### config.mk
export PLATFORM = sky130hd
export DESIGN_NAME = nphase_clock_generator_flat
export DESIGN_NICKNAME = d
export VERILOG_FILES = /design/src/rtl/nphase_clock_generator_if.sv /design/src/rtl/nphase_clock_generator.sv /design/src/flat_wrapper.sv
export SDC_FILE = /design/constraint.sdc
export NUM_CORES = 1
export LEC_CHECK = 0
export CORE_MARGIN = 4
export CORE_UTILIZATION = 55
export CTS_CLUSTER_SIZE = 16
export DETAILED_ROUTE_END_ITERATION = 16
export PLACE_DENSITY_LB_ADDON = 0.08
export REMOVE_ABC_BUFFERS = 1
export SYNTH_ARGS = -nofsm -noshare
export SYNTH_HDL_FRONTEND = slang
export SYNTH_SLANG_ARGS = --single-unit
### constraint.sdc
create_clock -name clk -period 5.9 [get_ports clk]
set_clock_uncertainty 0.15 [all_clocks]
set_input_delay 1.18 -clock clk [delete_from_list [all_inputs] [get_ports clk]]
set_output_delay 1.18 -clock clk [all_outputs]
set_load 0.05 [all_outputs]
### src/rtl/nphase_clock_generator_if.sv
// rtl/nphase_clock_generator_if.sv - control inputs and phase outputs of the n-phase clock generator
interface nphase_clock_generator_if #(
  parameter int NUM_PHASES = 4,
  parameter int CNT_W      = 8
);
  localparam int IDX_W = $clog2(NUM_PHASES);

  logic                  en;
  logic                  dir;
  logic [CNT_W-1:0]      phase_len;
  logic [CNT_W-1:0]      gap_len;
  logic [NUM_PHASES-1:0] phase;
  logic [IDX_W-1:0]      phase_idx;
  logic                  cycle_start;
  logic                  busy;

  modport master (
    output en, dir, phase_len, gap_len,
    input  phase, phase_idx, cycle_start, busy
  );

  modport slave (
    input  en, dir, phase_len, gap_len,
    output phase, phase_idx, cycle_start, busy
  );
endinterface

### src/rtl/nphase_clock_generator.sv
// rtl/nphase_clock_generator.sv - rotating one-hot phase enables with programmable width, gap and direction
module nphase_clock_generator #(
  parameter int NUM_PHASES = 4,
  parameter int CNT_W      = 8
) (
  input logic                        clk,
  input logic                        rst_n,
  nphase_clock_generator_if.slave    bus
);
  localparam int IDX_W = $clog2(NUM_PHASES);

  typedef enum logic [1:0] {S_IDLE, S_ACTIVE, S_GAP} state_t;

  state_t                state_q, state_d;
  logic [CNT_W-1:0]      cnt_q, cnt_d;
  logic [IDX_W-1:0]      idx_q, idx_d;
  logic [NUM_PHASES-1:0] phase_q, phase_d;
  logic                  cycle_start_q, cycle_start_d;
  logic                  busy_q, busy_d;

  logic [IDX_W-1:0]      idx_step;
  logic [CNT_W-1:0]      act_init;
  logic [CNT_W-1:0]      gap_init;
  logic                  start_win;

  // The counter holds remaining cycles minus one, so a zero length still yields a one-cycle window.
  assign act_init = (bus.phase_len == '0) ? '0 : bus.phase_len - CNT_W'(1);
  assign gap_init = bus.gap_len - CNT_W'(1);

  // Neighbouring index in the requested direction, wrapping at both ends.
  always_comb begin
    if (bus.dir) begin
      idx_step = (idx_q == '0) ? IDX_W'(NUM_PHASES - 1) : idx_q - IDX_W'(1);
    end else begin
      idx_step = (idx_q == IDX_W'(NUM_PHASES - 1)) ? '0 : idx_q + IDX_W'(1);
    end
  end

  // State register; outputs are registered alongside so every output is glitch-free.
  always_ff @(posedge clk) begin
    if (!rst_n) begin
      state_q       <= S_IDLE;
      cnt_q         <= '0;
      idx_q         <= '0;
      phase_q       <= '0;
      cycle_start_q <= 1'b0;
      busy_q        <= 1'b0;
    end else begin
      state_q       <= state_d;
      cnt_q         <= cnt_d;
      idx_q         <= idx_d;
      phase_q       <= phase_d;
      cycle_start_q <= cycle_start_d;
      busy_q        <= busy_d;
    end
  end

  // Next-state: window sequencing; en only matters on a window's final cycle or anywhere in a gap.
  always_comb begin
    state_d   = state_q;
    cnt_d     = cnt_q;
    idx_d     = idx_q;
    start_win = 1'b0;
    case (state_q)
      S_IDLE: begin
        if (bus.en) begin
          state_d   = S_ACTIVE;
          idx_d     = '0;
          cnt_d     = act_init;
          start_win = 1'b1;
        end
      end
      S_ACTIVE: begin
        if (cnt_q != '0) begin
          cnt_d = cnt_q - CNT_W'(1);
        end else if (!bus.en) begin
          state_d = S_IDLE;
          cnt_d   = '0;
        end else if (bus.gap_len == '0) begin
          idx_d     = idx_step;
          cnt_d     = act_init;
          start_win = 1'b1;
        end else begin
          state_d = S_GAP;
          cnt_d   = gap_init;
        end
      end
      S_GAP: begin
        if (!bus.en) begin
          state_d = S_IDLE;
          cnt_d   = '0;
        end else if (cnt_q != '0) begin
          cnt_d = cnt_q - CNT_W'(1);
        end else begin
          state_d   = S_ACTIVE;
          idx_d     = idx_step;
          cnt_d     = act_init;
          start_win = 1'b1;
        end
      end
      default: begin
        state_d = S_IDLE;
        cnt_d   = '0;
      end
    endcase
  end

  // Output decode from the next state so the registered outputs line up with the state they describe.
  always_comb begin
    phase_d = '0;
    if (state_d == S_ACTIVE) begin
      phase_d = NUM_PHASES'(1) << idx_d;
    end
    cycle_start_d = start_win && (idx_d == '0);
    busy_d        = (state_d != S_IDLE);
  end

  assign bus.phase       = phase_q;
  assign bus.phase_idx   = idx_q;
  assign bus.cycle_start = cycle_start_q;
  assign bus.busy        = busy_q;
endmodule

### src/flat_wrapper.sv
// flat-port wrapper written by rule: the top's interface ports become plain ports
module nphase_clock_generator_flat 
#(
  parameter int NUM_PHASES = 4,
  parameter int CNT_W      = 8
)
  (clk, rst_n, bus_en, bus_dir, bus_phase_len, bus_gap_len, bus_phase, bus_phase_idx, bus_cycle_start, bus_busy);
  nphase_clock_generator_if #(.NUM_PHASES(NUM_PHASES), .CNT_W(CNT_W)) bus_i ();
  input logic clk;
  input logic rst_n;
  input wire logic [$bits(bus_i.en)-1:0] bus_en;
  input wire logic [$bits(bus_i.dir)-1:0] bus_dir;
  input wire logic [$bits(bus_i.phase_len)-1:0] bus_phase_len;
  input wire logic [$bits(bus_i.gap_len)-1:0] bus_gap_len;
  output wire logic [$bits(bus_i.phase)-1:0] bus_phase;
  output wire logic [$bits(bus_i.phase_idx)-1:0] bus_phase_idx;
  output wire logic [$bits(bus_i.cycle_start)-1:0] bus_cycle_start;
  output wire logic [$bits(bus_i.busy)-1:0] bus_busy;
  assign bus_i.en = bus_en;
  assign bus_i.dir = bus_dir;
  assign bus_i.phase_len = bus_phase_len;
  assign bus_i.gap_len = bus_gap_len;
  assign bus_phase = bus_i.phase;
  assign bus_phase_idx = bus_i.phase_idx;
  assign bus_cycle_start = bus_i.cycle_start;
  assign bus_busy = bus_i.busy;
  nphase_clock_generator #(.NUM_PHASES(NUM_PHASES), .CNT_W(CNT_W)) u_core (.clk(clk), .rst_n(rst_n), .bus(bus_i));
endmodule
==> out/metrics.yaml, run 1 <==
finish:
  layout_commonest_cell: "clkdlybuf4s50_1"
  finalInstanceArea_sq_um: 1800
  final_cell_mix: "27 x clkdlybuf4s50_1, 18 x dfxtp_1, 14 x nor2_1"
  final_nets: 237
  final_util_pct: 71.3
  syn_to_final_growth_pct: 22.1
  num_antenna_cells: 0
  drive_gt1_share_pct: 9.05
clocking:
  cts_tree: "built"
  cts_setup_buffers: 0
  cts_root_buf: "clkbuf_4"
  clockBufferDepth: 2
  clock_latency_ns: 0.31
  cts_buffers: 3
  path_clk_slew_ns: 0.12
  tritoncts_num_sinks: 18
  post_cts_resized: 0
  cts.hold.buffers_added: 0
  htree_levels: 1
floorplan:
  placementRows: 18
  core-area_sq_um: 2520
  die-area_sq_um: 3570
  fp.dieW_microns: 59.7
  start_util_pct: 58.4
  die_y_microns: 59.7
  num_io_pins: 28
sta:
  setup_viol: 0
  post-route-period-util_pct: 57.4
  hold_viol_final: 0
  setup_tns_ns: 0
  rsz0062_at_grt: "no"
  whs_ns: 0.438
  max_freq_mhz: 295
  finalMaxSlewViolations: 0
  min_period_ns: 3.39
  setup_ws_ns: 2.51
  max_slew_margin_pct: 54.1
  worst_slew_pin_slew_ns: 0.688
setup_path:
  path_max_fanout: 7
  crit_type: "in -> reg"
  r2r-start: "u_core.cnt_q[0]$_SDFFE_PN0P_"
  cp-startpoint: "bus_gap_len[0]"
  regToRegSetupSlack_ns: 3.31
  critPathLaunchType: "primary input"
  arrival_ns: 3.48
  cp-end-kind: "flop"
  critPathRequiredTime_ns: 5.99
synth:
  ys_seq_area_share_pct: 24.5
  yosys.area.top_type: "dfxtp_1"
  synth_fa_ha_area_share_pct: 5.10
  synth_seq_cells: 18
  synthTopCellsByArea: "dfxtp_1 24%, xor2_1 5.9%, ha_1 5.1%"
  synth_cells: 184
  synth-edff-count: 0
  synth_compound_area_share_pct: 25.9
  synthMuxAreaShare_pct: 2.97
  synth.avg_cell_area_sq_um: 8.00
  synth_cell_types: 58
  synth-xor-area-share_pct: 5.95
  ys.flop_type: "dfxtp_1"
  syn-cell-area_sq_um: 1470
  synth_top_family_by_area: "simple AND/OR/NAND/NOR gates"
  yosysWarnings: 0
  synthSimpleGateAreaFrac_pct: 31.3
  synth_top_area_share_pct: 24.5
  async_flop_share_pct: 0
routing:
  dr_total_vias: 1567
  wire_per_inst_microns: 17.4
  firstDrtPassIters: 4
  drt_iter0_markers: 137
  drcViolationCount: 0
  routed_wl_mm: 4.17
  viasPerCell: 6.53
  ant_nets: 0
place:
  post-dp-hpwl_mm: 3.27
  gp_congestion: 0.963
  portBuffers: 27
  pre_cts_ws_ns: 2.25
  placed_cell_area_sq_um: 1760
pwr:
  netSwitchingPower_mw: 0.227
  intPower_mw: 0.286
  power_frac_seq_pct: 32.8
  power_leakage_nw: 0.671
  vdd_drop_max_mv: 0.200
  power_density_nw_per_um2: 285
  clock_power_share_pct: 15.7
  p_sw_share_pct: 44.2
  power_frac_comb_pct: 51.5
grt:
  grt_first_pass_wirelength_mm: 6.80
  antenna_found_initial: 0
  grt_usage_pct: 25.0
  grt_max_degree: 14
  grt_remaining_overflow: 0
  grt_pass1_vias: 1524
hold_path:
  min_from: "u_core.cnt_q[4]$_SDFFE_PN0P_"
  hold_class: "reg -> reg"
job:
  cap_violations: 0
status:
  status: "finished, final reports clean"
[critical path, cell delays in order]
cell and delay [ns]:
clkdlybuf4s50_1 0.47, inv_1 0.09, ha_1 0.18, or3b_1 0.51
o31ai_2 0.30, o211ai_1 0.29, o31a_1 0.37, o21ai_1 0.08
[per-layer routing]
layer  vias up  global-route usage, %  wire length, microns
li1        745                      -                     -
met1       712                   31.0                  1700
met2        91                   41.8                  2010
met3        19                   4.54                   318
met4         0                   11.1                   136
met5         -                      0                     0
[power groups by stage]
stage | combinational [mW] | sequential [mW] | clock, mW
CTS | 0.260 | 0.167 | 0.0793
global route | 0.282 | 0.171 | 0.0861
detailed placement | 0.259 | 0.170 | 0
finish | 0.264 | 0.168 | 0.0804
floorplan | 0.173 | 0.177 | 0
global placement | 0.247 | 0.168 | 0
[path summary, 6_finish.rpt]
path                                                      to  depth (start not counted)
worst max register to register    u_core.bus.busy$_SDFF_PN0_                          7
worst min-delay path            u_core.cnt_q[4]$_SDFFE_PN0P_                          2
worst max-delay path            u_core.cnt_q[7]$_SDFFE_PN0P_                          8
worst min register to register  u_core.cnt_q[4]$_SDFFE_PN0P_                          2
[sequential cells by signal, indices dropped and copies added, names as in the netlist]
| signal | flops |
|---|---|
| u_core.state_q | 2 |
| u_core.cnt_q | 8 |
| u_core.bus.phase | 4 |
| u_core.bus.cycle_start | 1 |
| u_core.bus.busy | 1 |
| u_core.bus.phase_idx | 2 |
[through the flow]
step                      power [mW]  std cells
after floorplan                0.350        179
after global routing           0.540        240
after CTS                      0.506        240
final                          0.513        240
after detailed placement       0.428        236
after global placement         0.415        236
[cells in the mapped netlist, types with 3 or more instances]
library cell,n
dfxtp_1,18
nor2_1,14
nand2_1,13
inv_1,11
xor2_1,10
nor3_1,9
nand3_1,8
nor2b_1,7
ha_1,6
o21ai_0,6
a21oi_1,5
nor4_1,5
a22oi_1,4
o21ai_1,4
or3_1,4
a31oi_1,3
clkbuf_1,3
o211ai_1,3
o31a_1,3
[layout make-up]
type	count	area, sq um
Tap cell	30	37.5
Sequential cell	18	360
Inverter	12	45.0
Multi-Input combinational cell	149	1050
Clock buffer	4	36.3
Fill cell	218	724
Timing Repair Buffer	27	270
[kinds of logic (layout without fill, tap and decap cells)]
logic type,count (synthesis),count (layout)
AO/OA/AOI/OAI,48,48
XOR/XNOR,10,10
adder cells (fa/ha/maj),6,6
buffers and inverters,17,43
flip-flops,18,18
multiplexers,4,4
AND/OR/NAND/NOR,81,81
Note: power is estimated with default switching activity, not from simulation.
==> run 2, diff against run 1 <==
--- a/config.mk
+++ b/config.mk
@@ -6,7 +6,7 @@
 export NUM_CORES = 1
 export LEC_CHECK = 0
 export CORE_MARGIN = 4
-export CORE_UTILIZATION = 55
+export CORE_UTILIZATION = 52
 export CTS_CLUSTER_SIZE = 16
 export DETAILED_ROUTE_END_ITERATION = 16
 export PLACE_DENSITY_LB_ADDON = 0.08
==> constraint.sdc (replaced) <==
create_clock -name clk -period 3.3 [get_ports clk]
set_clock_uncertainty 0.15 [all_clocks]
set_input_delay 0.66 -clock clk [delete_from_list [all_inputs] [get_ports clk]]
set_output_delay 0.66 -clock clk [all_outputs]
set_load 0.05 [all_outputs]
==> run 2 against run 1 <==
  * Power up 77%
  * Non-clock buffer count up 3
  * Flip-flop and latch count unchanged
  * Sequential power up 80%
  * Design area up 1.3%
==> out/metrics.yaml, run 2 (synthesis gave the netlist of run 1 again) <==
clocking:
  clock_latency_ns: 0.30
  cts_tree: "built"
  path_clk_slew_ns: 0.11
  cts_buffers: 3
  clockBufferDepth: 2
  cts_setup_buffers: 0
  post_cts_resized: 0
  cts_root_buf: "clkbuf_4"
  cts.hold.buffers_added: 0
  htree_levels: 1
  tritoncts_num_sinks: 18
setup_path:
  path_max_fanout: 7
  critPathLaunchType: "primary input"
  crit_type: "in -> reg"
  arrival_ns: 2.86
  critPathRequiredTime_ns: 3.38
  cp-end-kind: "flop"
finish:
  syn_to_final_growth_pct: 23.7
  final_nets: 240
  largest_reg_flops: 8
  num_antenna_cells: 0
  drive_gt1_share_pct: 10.3
  finalInstanceArea_sq_um: 1820
  regMostFlops: "u_core.cnt_q"
  fill_cells: 250
  layout_commonest_cell: "clkdlybuf4s50_1"
  final_cell_mix: "27 x clkdlybuf4s50_1, 18 x dfxtp_1, 14 x nor2_1"
grt:
  antenna_found_initial: 0
  grt_max_degree: 14
  grt_usage_pct: 24.1
  grt_first_pass_wirelength_mm: 6.68
  grt_remaining_overflow: 0
  grt_pass1_vias: 1465
floorplan:
  core-area_sq_um: 2730
  die_y_microns: 61.2
  fp.dieW_microns: 61.2
  die-area_sq_um: 3750
  num_io_pins: 28
  placementRows: 19
  start_util_pct: 53.9
sta:
  post-route-period-util_pct: 84.4
  setup_viol: 0
  worst_slew_pin_slew_ns: 0.510
  finalMaxSlewViolations: 0
  hold_viol_final: 0
  max_freq_mhz: 359
  max_slew_margin_pct: 65.9
  whs_ns: 0.455
  rsz0062_at_grt: "no"
  setup_tns_ns: 0
  min_period_ns: 2.79
pwr:
  power_leakage_nw: 0.685
  power_frac_comb_pct: 51.4
  intPower_mw: 0.518
  netSwitchingPower_mw: 0.390
  clock_power_share_pct: 15.3
  power_density_nw_per_um2: 499
  vdd_drop_max_mv: 0.461
  power_frac_seq_pct: 33.3
  p_sw_share_pct: 43.0
routing:
  wire_per_inst_microns: 16.5
  firstDrtPassIters: 4
  dr_total_vias: 1548
  drt_iter0_markers: 90
  routed_wl_mm: 4.03
  viasPerCell: 6.34
  drcViolationCount: 0
  ant_nets: 0
hold_path:
  hold_class: "reg -> reg"
place:
  post-dp-hpwl_mm: 3.30
  gp_congestion: 0.939
  placed_cell_area_sq_um: 1790
  portBuffers: 27
status:
  status: "finished, final reports clean"
job:
  cap_violations: 0
run 2: cell types whose count changed in the layout (fill, tap and decap cells not counted):
cell   delta
buf_4     +3
run 2: worst max-delay path, stage by stage:
cell and delay [ns]:
clkdlybuf4s50_1 0.46, inv_1 0.08, ha_1 0.18, or3b_1 0.51, o31ai_2 0.29, o211ai_1 0.25, o221a_1 0.30, a211oi_2 0.13
run 2: power by group through the flow:
stage	logic [mW]	clock network, mW	registers, mW
5_1_grt	0.516	0.151	0.309
3_3_place_gp	0.451	0	0.304
6_report	0.467	0.139	0.302
3_5_place_dp	0.461	0	0.305
4_1_cts	0.464	0.141	0.300
2_1_floorplan	0.309	0	0.317
run 2: path summary, 6_finish.rpt:
check | from | end | slack (ns) | depth (start not counted)
max reg2reg | u_core.cnt_q[0]$_SDFFE_PN0P_ | u_core.bus.phase[3]$_SDFF_PN0_ | 0.77 | 7
max | bus_gap_len[0] | u_core.cnt_q[0]$_SDFFE_PN0P_ | 0.51 | 8
min | u_core.cnt_q[0]$_SDFFE_PN0P_ | u_core.cnt_q[0]$_SDFFE_PN0P_ | 0.46 | 2
min reg2reg | u_core.cnt_q[0]$_SDFFE_PN0P_ | u_core.cnt_q[0]$_SDFFE_PN0P_ | 0.46 | 2
run 2: final cells by class:
type | instances | area (sq um) | area share (%)
Tap cell | 31 | 38.8 | 2.13
Inverter | 12 | 45.0 | 2.47
Timing Repair Buffer | 30 | 293 | 16.1
Sequential cell | 18 | 360 | 19.8
Clock buffer | 4 | 36.3 | 1.99
Multi-Input combinational cell | 149 | 1050 | 57.6
run 2: metrics by stage:
stage	setup slack [ns]	std cells	total power, mW	util [%]
after floorplan	0.899	179	0.626	-
after global placement	0.275	240	0.755	65.3
after detailed placement	0.205	240	0.766	65.3
after CTS	0.529	244	0.905	66.6
after global routing	0.406	244	0.975	66.6
final	0.514	244	0.908	66.6
run 2: routing by layer:
layer  up-vias  wire, microns  track usage (%)
met3         2            229             4.61
met2        48           2060             43.7
met4         0             18             3.72
met5         -              0                0
met1       743           1720             30.0
li1        755              -                -
